### src/rtl/multicycle_cpu.sv
`default_nettype none
// ============================================================================
// Module      : multicycle_cpu
// Description : Multi-cycle 16-bit-encoding core. Instruction and data memories
//               sit behind req/valid and req/ready handshakes.
//               Define MULTICYCLE_CPU_INSTRET_EN to build the retired-instruction
//               counter; otherwise instret is tied to 0.
// Revision    : 1.0 - initial release
// ============================================================================
module multicycle_cpu #(
    parameter int DATA_W  = 16,
    parameter int PC_W    = 8,
    parameter int DADDR_W = 8
) (
    input  logic               clock,
    input  logic               reset,
    output logic               imem_req,
    output logic [PC_W-1:0]    imem_addr,
    input  logic               imem_valid,
    input  logic [15:0]        imem_rdata,
    output logic               dmem_req,
    output logic               dmem_we,
    output logic [DADDR_W-1:0] dmem_addr,
    output logic [DATA_W-1:0]  dmem_wdata,
    input  logic [DATA_W-1:0]  dmem_rdata,
    input  logic               dmem_ready,
    output logic [PC_W-1:0]    pc,
    output logic [15:0]        instruction,
    output logic               halted,
    output logic [31:0]        instret,
    input  logic [2:0]         dbg_addr,
    output logic [DATA_W-1:0]  dbg_data
);

    localparam logic [2:0] c_OP_NOP  = 3'b000;
    localparam logic [2:0] c_OP_ALU  = 3'b001;
    localparam logic [2:0] c_OP_HALT = 3'b010;
    localparam logic [2:0] c_OP_ADDI = 3'b011;
    localparam logic [2:0] c_OP_LD   = 3'b100;
    localparam logic [2:0] c_OP_ST   = 3'b101;
    localparam logic [2:0] c_OP_BEQ  = 3'b110;
    localparam logic [2:0] c_OP_JMP  = 3'b111;

    typedef enum logic [2:0] {
        S_FETCH  = 3'd0,
        S_DECODE = 3'd1,
        S_EXEC   = 3'd2,
        S_MEM    = 3'd3,
        S_WB     = 3'd4,
        S_HALT   = 3'd5
    } state_t;

    state_t              r_state;
    logic [PC_W-1:0]     r_pc;
    logic [15:0]         r_instr;
    logic [DATA_W-1:0]   r_regs [8];
    logic [DATA_W-1:0]   r_op_a;
    logic [DATA_W-1:0]   r_op_b;
    logic [DATA_W-1:0]   r_result;
    logic [DADDR_W-1:0]  r_addr;
    logic [DATA_W-1:0]   r_wdata;

    logic [2:0]          w_op;
    logic [2:0]          w_rs;
    logic [2:0]          w_rt;
    logic [2:0]          w_rd;
    logic [3:0]          w_func;
    logic [2:0]          w_wb_idx;
    logic [DATA_W-1:0]   w_imm_d;
    logic [DATA_W-1:0]   w_sum;
    logic [DATA_W-1:0]   w_alu_res;
    logic                w_alu_ok;
    logic [PC_W-1:0]     w_imm_pc;
    logic [PC_W-1:0]     w_jmp_pc;
    logic [PC_W-1:0]     w_pc_inc;
    logic [DADDR_W-1:0]  w_ea;

    assign w_op     = r_instr[15:13];
    assign w_rs     = r_instr[12:10];
    assign w_rt     = r_instr[9:7];
    assign w_rd     = r_instr[6:4];
    assign w_func   = r_instr[3:0];
    assign w_wb_idx = (w_op == c_OP_ALU) ? w_rd : w_rt;
    assign w_imm_d  = {{(DATA_W-7){r_instr[6]}}, r_instr[6:0]};
    assign w_sum    = r_op_a + w_imm_d;
    assign w_pc_inc = r_pc + PC_W'(1);

    // Immediates and the effective address are resized to whatever widths the
    // instance is built with; narrow targets simply keep the low bits.
    generate
        if (PC_W > 7) begin : g_pc_imm_wide
            assign w_imm_pc = {{(PC_W-7){r_instr[6]}}, r_instr[6:0]};
        end else begin : g_pc_imm_narrow
            assign w_imm_pc = r_instr[PC_W-1:0];
        end
        if (PC_W > 13) begin : g_jmp_wide
            assign w_jmp_pc = {{(PC_W-13){1'b0}}, r_instr[12:0]};
        end else begin : g_jmp_narrow
            assign w_jmp_pc = r_instr[PC_W-1:0];
        end
        if (DADDR_W > DATA_W) begin : g_ea_wide
            assign w_ea = {{(DADDR_W-DATA_W){1'b0}}, w_sum};
        end else begin : g_ea_narrow
            assign w_ea = w_sum[DADDR_W-1:0];
        end
    endgenerate

    always_comb begin
        w_alu_ok  = 1'b1;
        w_alu_res = '0;
        case (w_func)
            4'd0:    w_alu_res = r_op_a + r_op_b;
            4'd1:    w_alu_res = r_op_a & r_op_b;
            4'd2:    w_alu_res = ~r_op_a + r_op_b;
            4'd3:    w_alu_res = r_op_a - r_op_b;
            default: w_alu_ok  = 1'b0;
        endcase
    end

    always_ff @(posedge clock) begin
        if (reset) begin
            r_state  <= S_FETCH;
            r_pc     <= '0;
            r_instr  <= '0;
            r_op_a   <= '0;
            r_op_b   <= '0;
            r_result <= '0;
            r_addr   <= '0;
            r_wdata  <= '0;
            for (int i = 0; i < 8; i++) begin
                r_regs[i] <= '0;
            end
        end else begin
            case (r_state)
                S_FETCH: begin
                    if (imem_valid) begin
                        r_instr <= imem_rdata;
                        r_state <= S_DECODE;
                    end
                end
                S_DECODE: begin
                    r_op_a  <= r_regs[w_rs];
                    r_op_b  <= r_regs[w_rt];
                    r_state <= S_EXEC;
                end
                S_EXEC: begin
                    case (w_op)
                        c_OP_ALU: begin
                            if (w_alu_ok) begin
                                r_result <= w_alu_res;
                                r_state  <= S_WB;
                            end else begin
                                r_pc    <= w_pc_inc;
                                r_state <= S_FETCH;
                            end
                        end
                        c_OP_ADDI: begin
                            r_result <= w_sum;
                            r_state  <= S_WB;
                        end
                        c_OP_LD, c_OP_ST: begin
                            r_addr  <= w_ea;
                            r_wdata <= r_op_b;
                            r_state <= S_MEM;
                        end
                        c_OP_BEQ: begin
                            r_pc    <= (r_op_a == r_op_b) ? (r_pc + w_imm_pc) : w_pc_inc;
                            r_state <= S_FETCH;
                        end
                        c_OP_JMP: begin
                            r_pc    <= w_jmp_pc;
                            r_state <= S_FETCH;
                        end
                        c_OP_HALT: begin
                            r_state <= S_HALT;
                        end
                        default: begin
                            r_pc    <= w_pc_inc;
                            r_state <= S_FETCH;
                        end
                    endcase
                end
                S_MEM: begin
                    if (dmem_ready) begin
                        if (w_op == c_OP_LD) begin
                            r_result <= dmem_rdata;
                            r_state  <= S_WB;
                        end else begin
                            r_pc    <= w_pc_inc;
                            r_state <= S_FETCH;
                        end
                    end
                end
                S_WB: begin
                    // r0 is never written, so it keeps its reset value of zero.
                    if (w_wb_idx != 3'd0) begin
                        r_regs[w_wb_idx] <= r_result;
                    end
                    r_pc    <= w_pc_inc;
                    r_state <= S_FETCH;
                end
                S_HALT: begin
                    r_state <= S_HALT;
                end
                default: begin
                    r_state <= S_FETCH;
                end
            endcase
        end
    end

    // Requests are gated with reset so they drop in the cycle reset rises.
    assign imem_req    = (r_state == S_FETCH) && !reset;
    assign imem_addr   = r_pc;
    assign dmem_req    = (r_state == S_MEM) && !reset;
    assign dmem_we     = (w_op == c_OP_ST);
    assign dmem_addr   = r_addr;
    assign dmem_wdata  = r_wdata;
    assign pc          = r_pc;
    assign instruction = r_instr;
    assign halted      = (r_state == S_HALT);
    assign dbg_data    = r_regs[dbg_addr];

`ifdef MULTICYCLE_CPU_INSTRET_EN
    logic        w_retire;
    logic [31:0] r_instret;

    assign w_retire = (r_state == S_WB)
                   || ((r_state == S_MEM) && dmem_ready && (w_op == c_OP_ST))
                   || ((r_state == S_EXEC) && ((w_op == c_OP_BEQ) || (w_op == c_OP_JMP)
                       || (w_op == c_OP_NOP) || ((w_op == c_OP_ALU) && !w_alu_ok)));

    always_ff @(posedge clock) begin
        if (reset) begin
            r_instret <= '0;
        end else if (w_retire) begin
            r_instret <= r_instret + 32'd1;
        end
    end

    assign instret = r_instret;
`else
    assign instret = 32'd0;
`endif

endmodule
`default_nettype wire

### config.mk
export PLATFORM = sky130hd
export DESIGN_NAME = multicycle_cpu
export DESIGN_NICKNAME = d
export VERILOG_FILES = /design/src/rtl/multicycle_cpu.sv
export SDC_FILE = /design/constraint.sdc
export NUM_CORES = 1
export LEC_CHECK = 0
export BUFFER_PORTS_ARGS = -buffer_cell sky130_fd_sc_hd__buf_2
export CELL_PAD_IN_SITES_DETAIL_PLACEMENT = 0
export CELL_PAD_IN_SITES_GLOBAL_PLACEMENT = 2
export CORE_MARGIN = 1.5
export CORE_UTILIZATION = 24
export CTS_CLUSTER_DIAMETER = 30
export DETAILED_ROUTE_END_ITERATION = 16
export HOLD_SLACK_MARGIN = 0.03
export PLACE_DENSITY = 0.58
export SLEW_MARGIN = 20
export SYNTH_ARGS = -nofsm -noshare
export SYNTH_HDL_FRONTEND = slang
export SYNTH_SLANG_ARGS = --single-unit
### constraint.sdc
create_clock -name clock -period 3.68 [get_ports clock]
set_input_delay 0.552 -clock clock [delete_from_list [all_inputs] [get_ports clock]]
set_output_delay 0.552 -clock clock [all_outputs]
set_load 0.03 [all_outputs]
; Yosys cells after proc, flatten, opt, wreduce, memory -nomap -nowiden
; Memory sizes are Yosys's and may differ from the RTL's. A register that Yosys moved wholly into a read port is not among the register bits.
; Cells that the tools add are included.
; Widths: inputs -> output; s select.
[word_totals]
reg_bits = 67
latchBits = 0
ramBits = 128
romBits = 0
in_bits = 39
out_inout_bits = 108
wordCells = 85
memories = 1
[mem_list]
columns = name, words, word_bits, rd, rd_clocked_by_memory_dff, wr, line
row1 = r_regs, 8, 16, 3, 2, 8, 56  ; logic [DATA_W-1:0] r_regs [8];
[classes]
add_sub_neg = 6
n_mul = 0
div = 0
n_lt_le_gt_ge = 0
eq_ne = 24
n_shift = 0
mux = 29
bitwise = 2
reduce_logical = 17
[ops]
columns = op, n
row1 = $mux 16, 4
row2 = $pmux 16 s2, 2
row3 = $pmux 16 s4, 1
row4 = $add 16x16->16, 3
row5 = $mux 8, 4
row6 = $pmux 8 s4, 1
row7 = $pmux 8 s3, 1
row8 = $eq 3x3->1 const B, 6
row9 = $mux 3, 6
row10 = $and 16x16->16, 1
row11 = $eq 16x16->1, 1
row12 = $not 16->16, 1
row13 = $reduce_or 16->1, 1
row14 = $sub 16x16->16, 1
row15 = $pmux 3 s5, 1
row16 = $eq 3x2->1 const B, 4
row17 = $pmux 3 s4, 1
row18 = $ne 2x2->1 const B, 5
row19 = $reduce_and 5->1, 2
row20 = $ne 3x3->1 const B, 3
row21 = $add 8x1->8 const B, 1
row22 = $add 8x8->8, 1
row23 = $eq 4x2->1 const B, 2
row24 = $mux 1, 8
row25 = other kinds (11), 17

; Logic depth before layout (Yosys ltp)
[depth]
depth_word = 9
depth_mapped = 16
mapped_depth_nobuf = 13

; Worst setup path after synthesis
; No wires, ideal clock.
[synth_path]
path_kind = register -> register
startpoint = register r_instr[0], in the netlist instruction[0]
endpoint = register r_result[14]
setup_time_ns = 0.095
arrival_ns = 3.543
required_ns = 3.585
setup_slack_ns = 0.041
stages_incl_launch_ff = 17
path_buffers = 3
period_less_slack_ns = 3.639
cell_sequence = dfxtp_1 clkbuf_1 or3_1 clkbuf_1 nor2_2 buf_2 xnor2_1 ha_1 inv_1 fa_1 nand3b_1 nand4_1 a31oi_1 o21ai_0 xor2_1 nand2_1 a221oi_1
[synth_via]
elab_chain_cells = 5
word_cells_on_any_way = 13
cone_classes = add/sub: 1 / eq/ne: 4 / mux: 5 / reduce/logical: 3
[synth_lines]
columns = item, line
row1 = "start, declared", 55  ; logic [15:0] r_instr;
row2 = "start signal, assigned", 137  ; r_instr <= imem_rdata;
row3 = branches (longest 5 deep; another with $add 16x16->16), n/a
row4 = "end signal, assigned", 150  ; r_result <= w_alu_res;
row5 = "end signal, assigned", 158  ; r_result <= w_sum;
row6 = "end signal, assigned", 186  ; r_result <= dmem_rdata;
row7 = "end, declared", 59  ; logic [DATA_W-1:0] r_result;
; Parallel ways; which one is timed is not known. The select of a mux whose other input is x is not followed.
; A chain may end at the register's enable or synchronous reset.

; Final worst setup path
; Same ends and word-level chain as after synthesis.

==> out/summary.txt <==
Die extent in x: 255 um
# IOs: 147
Synth cell types: 79
Clk buf depth: 3
Fmax: 295 MHz
Root Driver: clkbuf_16
Cell breakdown of the critical path: or3_1, nor2_2, buf_4, xor2_1, ha_1, a21oi_1, a31oi_1, a31oi_1, o21ai_0, xor2_1, nand2_1, a221oi_1
Primary FF master, synth: edfxtp_1
Initial antenna violation count: 0
DR vias: 12100
Ant diodes: 0
Hold path depth: 3
H-tree levels: 3
Arr. time, crit path: 3870 ps
Core Footprint: 0.0629 mm^2
Pwr per Cell Area: 560 mW/mm^2
Layout net count: 1737
Clock Latency Late Sink: 590 ps
Met3 Usage GRT: 3.59%
Synthesized area per cell: 10.6 um^2
CP endpoint kind: flip-flop
Least-Margin Pin Slew: 892 ps
Port Buffers: 114
Final Hold Fails: 0
Crit start category: flip-flop
Clk slew on worst S/H paths: 40 ps
Total setup buffers inserted after CTS: 0
Status: finished clean
Max_cap viols: 0
Hold Path Class: input pin to flip-flop
HPWL Detailed: 40000 um
CTS Buf Count: 75
DRT iter0 DRCs: 828
Share of layout cells above drive strength 1: 26.7%
WS Path Type: flip-flop to flip-flop
Syn Inst Count: 1441
Setup violators final: 0
Drt total wl: 55600 um
Clock sink count: 227
Post-DRT Antenna Nets: 0
Warnings, synthesis: 0
Final worst slack: 296 ps
Die height: 255 um
Post-synthesis async set-or-reset flop share: 0%
Flop2flop setup slack: 300 ps
Setup Skew: 21.2 ps
Area Overhead vs Synth: 27.3%
Die Area: 0.0650 mm^2
WHS Endpoint: instruction[5]
Number of enable flip-flop cells after synthesis: 128
Gr usage total: 17.3%
Tmin final: 3380 ps
Post-CTS Hold Buffers: 0
Filler instances: 6580
Global route overflow: 0
Peak VDD IR: 0.302 mV
Leading cell types by count after synthesis: 128 x edfxtp_1, 123 x nand2_1, 109 x and2_1, 99 x dfxtp_1
Most frequent cell after synthesis: edfxtp_1
Number of global-route vias before repair: 12400
# DRC: 0
Post-DR wirelength/cell: 22.1 um
Max-slew headroom: 40.4%
Largest net degree at the start of global routing: 128
Starting Density: 24.2%
RSZ-0062 raised after global routing: false
Global route hottest layer: met2
Max FO, Critical Path: 14
R2R Path End: r_result[14]
Met2 GRT Util: 28.0%
Row count: 92
Pre-CTS setup slack: 283 ps
CP max stage delay: 520 ps
Crit-path slowest cell: or3_1
Post-CTS sizing: 0
CTS tree: built
Leak Pwr: 7.62 nW
Yosys top cell by area: edfxtp_1
Area fraction of the dominant cell type after synthesis: 25.2%
Critical R2R Launch: instruction[0]
Setup TNS: 0 ps
GR Layer Usage met1: 22.9%
Largest cells by area after synthesis: edfxtp_1 25%, mux4_2 14%, dfxtp_1 13%
Sequential area share after synthesis: 38.2%
Data required time at the worst endpoint: 4170 ps
Final GP Congestion: 0.830
Drt via density: 4.79
Hold path start: imem_rdata[5]
Post-Syn Area: 0.0152 mm^2
Fin crit share: 92.0%
Initial DRT Pass Iterations: 5
First-pass GRT wire length: 82100 um
Worst R2R Path Depth: 12
Final Max Tran Viols: 0
Seq cells post-synth: 227
==> final cells by class <==
| type | count | area (um^2) | share of cell area [%] |
|---|---|---|---|
| clock buffers | 99 | 2120 | 10.9 |
| clock inverters | 33 | 330 | 1.70 |
| inverters | 34 | 128 | 0.658 |
| multi-input cells | 1098 | 8790 | 45.3 |
| flip-flops and latches | 227 | 5830 | 30.1 |
| well taps | 846 | 1060 | 5.46 |
| repair buffers | 184 | 1140 | 5.86 |
==> layer usage <==
layer | vias up | wire length (um) | share of wire [%]
met3 | 75 | 3210 | 5.8
met2 | 342 | 26000 | 47
met5 | - | 0 | 0
li1 | 5681 | - | -
met4 | 0 | 1140 | 2.0
met1 | 5978 | 25300 | 46
==> layout by cell type (no fill, tap or decap), types with 7 or more instances in the layout <==
cell type,count
buf_4,68
o211ai_1,12
nor2b_1,8
nand2_1,123
and3_1,11
clkinv_2,19
clkbuf_1,10
a31oi_1,8
or2_2,11
a21oi_1,96
nor2_1,93
inv_1,32
a22oi_1,13
o21a_1,10
xor2_1,30
o21ai_0,42
clkbuf_16,76
nand2b_1,13
nor3_1,25
xnor2_1,26
and2_1,109
conb_1,48
o21bai_1,7
mux4_2,96
mux2i_1,42
clkbuf_8,13
a21o_1,11
mux2_2,16
ha_1,74
edfxtp_1,128
buf_2,113
nand3_1,15
a211oi_1,45
nand4_1,8
dfxtp_1,97
==> flip-flops by register name (all words and copies together) (netlist names) <==
| name | count |
|---|---|
| r_state | 3 |
| r_result | 16 |
| r_regs | 128 |
| r_op_a | 16 |
| imem_addr | 8 |
| r_op_b | 16 |
| dmem_addr | 8 |
| instruction | 16 |
| dmem_wdata | 16 |
==> cells by family after synthesis <==
logic type	Yosys count	synth area share, %
xor gates and xnor gates	56	3.22
AOI/OAI and AO/OA	299	12.8
muxes	154	18.1
and+or+nand+nor	463	15.7
other	1	0.0246
DFF	227	38.2
buffers and inverters	163	5.27
adders and majority gates	78	6.60
==> stage by stage <==
| stage | hold slack (ps) | utilization, % | instances | power [mW] | cell area, um^2 |
|---|---|---|---|---|---|
| floorplan | 473 | - | 1488 | 4.19 | 15400 |
| global placement | 448 | 27.0 | 2389 | 4.80 | 16900 |
| detailed placement | 447 | 27.0 | 2389 | 4.80 | 16900 |
| CTS | 182 | 30.9 | 2521 | 11.0 | 19400 |
| global route | 215 | 30.9 | 2521 | 11.3 | 19400 |
| finish | 216 | 30.9 | 2521 | 10.9 | 19400 |
==> power by group <==
part | total (mW) | internal (mW) | leakage (nW) | switching [mW]
combinational | 1.82 | 0.716 | 4.28 | 1.10
clock | 6.11 | 4.32 | 1.22 | 1.79
sequential | 2.94 | 2.80 | 2.12 | 0.131
==> worst max path at each step <==
stage	startpoint	endpoint	slack (ps)	cells after the start
after global routing	instruction[0]	r_result[14]	20	12
after CTS	instruction[0]	r_result[14]	230	12
after detailed placement	instruction[0]	r_result[14]	280	12
after global placement	instruction[0]	r_result[14]	340	12
final	instruction[0]	r_result[14]	300	12
after floorplan	instruction[0]	r_result[14]	40	16
==> critical path, delay by kind of cell, from the launching register on <==
| kind | cells | cell delay (ps) |
|---|---|---|
| AOI/OAI and AO/OA | 5 | 1260 |
| xor gates and xnor gates | 2 | 390 |
| adders and majority gates | 1 | 280 |
| buffers and inverters | 1 | 290 |
| DFF | 1 | 300 |
| and+or+nand+nor | 3 | 770 |
(Power assumes the default switching activity.)
